### src/rtl/lbdr_out_port_allocator.sv
// Output-port allocator: round-robin arbitration among NREQ inputs on HEADER
// flits, lock held until the TAIL flit is popped, pops gated by a credit
// counter that mirrors free slots in the downstream input buffer.

`ifndef HEADER
`define HEADER  3'b001
`endif
`ifndef PAYLOAD
`define PAYLOAD 3'b010
`endif
`ifndef TAIL
`define TAIL    3'b100
`endif

module lbdr_out_port_allocator #(
  parameter int NREQ    = 5,
  parameter int CREDITS = 4,
  parameter int CW      = 3
) (
  input  logic              clk,
  input  logic              rst,
  input  logic [NREQ-1:0]   req,
  input  logic [NREQ-1:0]   valid,
  input  logic [3*NREQ-1:0] flit_id_bus,
  input  logic              credit_in,
  output logic [NREQ-1:0]   grant,
  output logic [NREQ-1:0]   rd_en,
  output logic              out_valid,
  output logic [CW-1:0]     credit_cnt,
  output logic              busy,
  output logic              err_ovf
);

  localparam int IW = (NREQ > 1) ? $clog2(NREQ) : 1;
  localparam logic [CW-1:0] CREDITS_V = CW'(CREDITS);

  typedef enum logic {IDLE, LOCKED} state_t;

  state_t          state_q;
  logic [NREQ-1:0] grant_q;
  logic            busy_q;
  logic [IW-1:0]   rr_q;
  logic [CW-1:0]   cnt_q;
  logic [CW-1:0]   cnt_d;
  logic            err_q;

  logic [NREQ-1:0] cand;
  logic [NREQ-1:0] tail_vec;
  logic            win_found;
  logic [IW-1:0]   win_idx;
  logic            tail_pop;

  // Header candidates, tail detection and circular search after the last winner
  always_comb begin
    int unsigned idx;
    cand      = '0;
    tail_vec  = '0;
    win_found = 1'b0;
    win_idx   = '0;
    idx       = 0;
    for (int unsigned i = 0; i < NREQ; i++) begin
      cand[i]     = req[i] & valid[i] & (flit_id_bus[3*i +: 3] == `HEADER);
      tail_vec[i] = (flit_id_bus[3*i +: 3] == `TAIL);
    end
    for (int unsigned k = 1; k <= NREQ; k++) begin
      idx = (32'(rr_q) + k) % 32'(NREQ);
      if (!win_found && cand[idx]) begin
        win_found = 1'b1;
        win_idx   = IW'(idx);
      end
    end
  end

  // Pop strobe: only the locked input, only with a credit; suppressed while in reset
  always_comb begin
    rd_en = '0;
    if (state_q == LOCKED && cnt_q != '0 && !rst)
      rd_en = grant_q & valid;
    out_valid = |rd_en;
    tail_pop  = |(rd_en & tail_vec);
  end

  // Credit next-state: decrement on pop, increment on returned credit, saturate at CREDITS
  always_comb begin
    cnt_d = cnt_q;
    if (credit_in && !out_valid) begin
      if (cnt_q != CREDITS_V)
        cnt_d = cnt_q + CW'(1);
    end else if (!credit_in && out_valid) begin
      cnt_d = cnt_q - CW'(1);
    end
  end

  // Arbitration/lock FSM with registered grant and busy
  always_ff @(posedge clk) begin
    if (rst) begin
      state_q <= IDLE;
      grant_q <= '0;
      busy_q  <= 1'b0;
      rr_q    <= IW'(NREQ - 1);
    end else begin
      case (state_q)
        IDLE: begin
          if (win_found) begin
            state_q <= LOCKED;
            grant_q <= NREQ'(1) << win_idx;
            busy_q  <= 1'b1;
            rr_q    <= win_idx;
          end else begin
            grant_q <= '0;
            busy_q  <= 1'b0;
          end
        end
        LOCKED: begin
          if (tail_pop) begin
            state_q <= IDLE;
            grant_q <= '0;
            busy_q  <= 1'b0;
          end
        end
        default: begin
          state_q <= IDLE;
          grant_q <= '0;
          busy_q  <= 1'b0;
        end
      endcase
    end
  end

  // Credit counter and sticky overflow flag
  always_ff @(posedge clk) begin
    if (rst) begin
      cnt_q <= CREDITS_V;
      err_q <= 1'b0;
    end else begin
      cnt_q <= cnt_d;
      if (credit_in && cnt_q == CREDITS_V)
        err_q <= 1'b1;
    end
  end

  assign grant      = grant_q;
  assign busy       = busy_q;
  assign credit_cnt = cnt_q;
  assign err_ovf    = err_q;

endmodule
### config.mk
export PLATFORM = sky130hd
export DESIGN_NAME = lbdr_out_port_allocator
export DESIGN_NICKNAME = d
export VERILOG_FILES = /design/src/rtl/lbdr_out_port_allocator.sv
export SDC_FILE = /design/constraint.sdc
export NUM_CORES = 1
export LEC_CHECK = 0
export CAP_MARGIN = 0
export CORE_ASPECT_RATIO = 1.5
export CORE_MARGIN = 5
export CORE_UTILIZATION = 49
export DETAILED_ROUTE_END_ITERATION = 7
export PLACE_DENSITY_LB_ADDON = 0.05
export SLEW_MARGIN = 10
export SYNTH_ARGS = -nofsm -noshare
export SYNTH_HDL_FRONTEND = slang
export SYNTH_SLANG_ARGS = --single-unit
### constraint.sdc
create_clock -name clk -period 5.1 [get_ports clk]
set_clock_uncertainty 0.2 [all_clocks]
set_input_delay 1.02 -clock clk [delete_from_list [all_inputs] [get_ports clk]]
set_output_delay 1.02 -clock clk [all_outputs]
set_load 0.03 [all_outputs]
==> Flow_metrics.wiki <==
{| class="wikitable"
! Metric !! Value
|-
| Switching power as a share of total power || 53.7%
|-
| Number of sinks on the clock net || 14
|-
| Total wire length after detailed routing || 7730 um
|-
| Post-synthesis sequential element count || 14
|-
| Total half-perimeter wirelength after legalization and detailed placement || 6380 um
|-
| Biggest area consumer among synthesized cells || ha_1
|-
| Residual DRC count || 0
|-
| Register clock-pin slew on the reported worst setup and hold paths || 0.05 ns
|-
| Total power draw || 1.66 mW
|-
| RSZ-0062 raised after global routing || no
|-
| Number of non-filler instances in the completed layout || 447
|-
| Fraction of synthesis flops using an asynchronous set or reset pin || 0%
|-
| Total CTS buffers || 3
|-
| Depth of the CTS H-tree || 1
|-
| Number of distinct library cell variants in the gate-level netlist after synthesis || 76
|-
| Number of antenna violations at the first check in global routing || 0
|-
| Arrival time reported for the critical path endpoint || 4.70 ns
|-
| Power density relative to cell area || 527 mW/mm2
|-
| Final worst slack || 0.376 ns
|-
| Share of the yosys chip area belonging to registers || 10.9%
|-
| Height of the chip || 98.7 um
|-
| CP Class || reg -> reg
|-
| DP Worst Slack || 0.157 ns
|-
| Remaining max-slew budget at the tightest pin || 60.5%
|-
| DRT Pass-1 Iters || 4
|-
| Worst path required time || 5.08 ns
|-
| Part of the total power dissipated in sequential elements || 10.9%
|-
| Setup tns final || 0 ns
|-
| Reported max-cap violation count || 0
|-
| Internal power component || 770 uW
|-
| Netlist Area Pre-Place || 0.00257 mm2
|-
| Peak clock frequency supported by timing || 212 MHz
|-
| Detailed-route vias per instance || 6.26
|-
| Drt first-iter violations || 157
|-
| Number of buffers on the longest clock path || 2
|-
| Max-slew violation total from the final report || 0
|-
| Static leakage power || 1.29 nW
|-
| Cell Area, Placed || 0.00309 mm2
|-
| Buffers inserted by post-CTS timing repair || 0
|-
| Share of Yosys cell area claimed by the top area cell type || 11.7%
|-
| Critical Path Sink Type || register
|-
| Num rows || 32
|-
| Detail Route Antenna Nets || 0
|-
| Fraction of the cycle the final worst path needs || 92.6%
|-
| Part of the total power dissipated in the clock network || 5.3%
|-
| Critical path launch point type || register
|-
| Result of the run || finished, final reports clean
|-
| Share of post-route cells with drive strength above 1 || 12.1%
|-
| Die Outline Area || 0.00682 mm2
|-
| Count of nets after finishing || 434
|-
| Core region area || 0.00512 mm2
|-
| Mean cell area of the mapped netlist || 7.60 um2
|-
| Reported net switching power || 894 uW
|-
| Warnings from Yosys || 0
|-
| Worst IR Drop VDD || 0.266 mV
|-
| Synthesized instance count || 338
|-
| Root buf cell || clkbuf_8
|-
| First-pass GRT wire length || 12600 um
|-
| Final hold viol count || 0
|-
| Antenna diodes || 0
|-
| CTS tree || yes
|-
| Least-Margin Pin Slew || 0.584 ns
|-
| Largest cells by area after synthesis || ha_1 12%, dfxtp_1 11%, mux2i_1 5.1%
|-
| Syn Nets || 391
|-
| Number of placed instances with taps included || 444
|-
| Relative contribution of combinational cells to total power || 83.8%
|-
| Area Overhead vs Synth || 23.0%
|-
| Path category of the worst min-delay check || reg -> reg
|-
| Port-buffer cells || 43
|-
| IO Count || 44
|-
| All-Layer GR Usage || 22.3%
|-
| Worst skew pair latency || 0.24 ns
|-
| Final worst path period need || 4.72 ns
|-
| Floorplan die width || 69.1 um
|-
| Final count of negative-setup-slack endpoints || 0
|-
| Initial Utilization || 50.1%
|-
| Post-synth top flop || dfxtp_1
|-
| Average wire per standard cell || 17.3 um
|-
| Via count of the first global-routing pass || 2746
|-
| Final global-route overflow total || 0
|-
| Via count || 2798
|-
| Maximum number of pins on one net before global-route repair || 23
|-
| Number of synthesized flops with an enable pin || 0
|-
| Routability Congestion || 0.958
|-
| Highest fanout seen on the critical path || 12
|-
| Fillers || 512
|-
| Area of all placed cells without fillers || 0.00316 mm2
|}
sequential cells by signal (all words and copies together) (netlist names):
register and flops:
rr_q 3, grant 5, busy 1, credit_cnt 3, err_ovf 1, state_q 1
metal layers:
metal / global-route usage (%) / wire (um) / up-vias
met5: 0 / 0 / -
met4: 14.3 / 349 / 0
met3: 1.94 / 250 / 27
met2: 42.7 / 4210 / 77
met1: 22.6 / 2920 / 1321
li1: - / - / 1373
kinds of logic (layout without fill, tap and decap cells):
kind of cell,count (synthesis),count (layout),synth area share (%)
AO/OA/AOI/OAI,93,93,27.1
XOR/XNOR,13,13,5.02
adder cells (fa/ha/maj),26,26,12.9
buffers and inverters,35,76,5.60
flip-flops,14,14,10.9
multiplexers,21,21,8.82
AND/OR/NAND/NOR,136,136,29.6
Yosys cell counts, types with 3 or more instances:
library cell / instances
nor2_1: 26
ha_1: 24
nand2_1: 22
nand3_1: 19
inv_1: 16
dfxtp_1: 14
mux2i_1: 13
o21ai_0: 13
a21oi_1: 12
xnor2_1: 10
and3_1: 8
clkbuf_1: 8
and2_1: 7
buf_2: 7
nand2b_1: 7
nor3_1: 7
mux2_2: 6
a31oi_1: 5
nor2b_1: 5
o211ai_1: 5
or3_1: 5
a2111oi_0: 4
a211oi_1: 4
nor4_1: 4
nor4b_1: 4
o211a_1: 4
o21a_1: 4
o21ai_1: 4
o221ai_1: 4
inv_2: 3
nand4_1: 3
nand4b_1: 3
o31a_1: 3
or4_1: 3
critical path, cell delays in order, from the launching register on:
cell,delay [ns]
dfxtp_2,0.48
ha_1,0.27
xnor2_2,0.16
inv_2,0.11
ha_1,0.23
nor4b_1,0.39
nor3_2,0.14
xnor2_1,0.28
ha_1,0.23
nor2b_1,0.22
or3_1,0.16
o311ai_1,0.18
a211oi_1,0.27
o32ai_1,0.16
mux2i_2,0.27
o21a_1,0.19
o221ai_2,0.14
or4_1,0.48
o21ai_1,0.12
timing repair:
item | CTS | global route
endpoints found under the setup margin | 0 | 10
hold endpoints to repair | 0 | 0
resized for setup | 0 | 7
hold buffers | 0 | 0
final timing paths:
check / endpoint / startpoint / slack, ns / depth (start not counted)
worst max-delay path: grant[0] / rr_q[1] / 0.38 / 18
worst min-delay path: grant[1] / grant[1] / 0.28 / 2
worst max register to register: grant[0] / rr_q[1] / 0.38 / 18
worst min register to register: grant[1] / grant[1] / 0.28 / 2
placed cells by master (no fill, tap or decap), types with 5 or more instances in the layout:
cell type | synthesis | layout
a21oi_1 | 12 | 12
a31oi_1 | 5 | 5
and2_1 | 7 | 7
and3_1 | 8 | 8
buf_4 | 1 | 11
clkdlybuf4s50_1 | 0 | 43
dfxtp_1 | 14 | 11
ha_1 | 24 | 24
inv_1 | 16 | 16
mux2_2 | 6 | 6
mux2i_1 | 13 | 13
nand2_1 | 22 | 22
nand2b_1 | 7 | 7
nand3_1 | 19 | 19
nor2_1 | 26 | 26
nor2b_1 | 5 | 5
nor3_1 | 7 | 7
o211ai_1 | 5 | 5
o21ai_0 | 13 | 13
or3_1 | 5 | 5
xnor2_1 | 10 | 9
power groups by stage:
stage	registers (mW)	clock network (mW)	logic [mW]
final	0.182	0.0885	1.39
after global routing	0.187	0.0961	1.53
after CTS	0.179	0.0904	1.37
after detailed placement	0.181	0	1.36
after global placement	0.182	0	1.35
after floorplan	0.195	0	1.03
final cells by class:
class | instances | area [um2] | area share, %
timing repair buffer | 54 | 513 | 16.2
tap | 68 | 85.1 | 2.69
inverter | 19 | 71.3 | 2.26
sequential | 14 | 284 | 8.99
clock buffer | 3 | 41.3 | 1.31
multi-input combinational | 289 | 2160 | 68.5
metrics by stage:
step                      hold WS (ns)  utilization [%]
after floorplan                  0.312                -
after global placement           0.252             60.4
after detailed placement         0.260             60.4
after CTS                        0.288             61.2
after global routing             0.317             61.6
final                            0.283             61.6
Power figures use the tool's default switching activity.
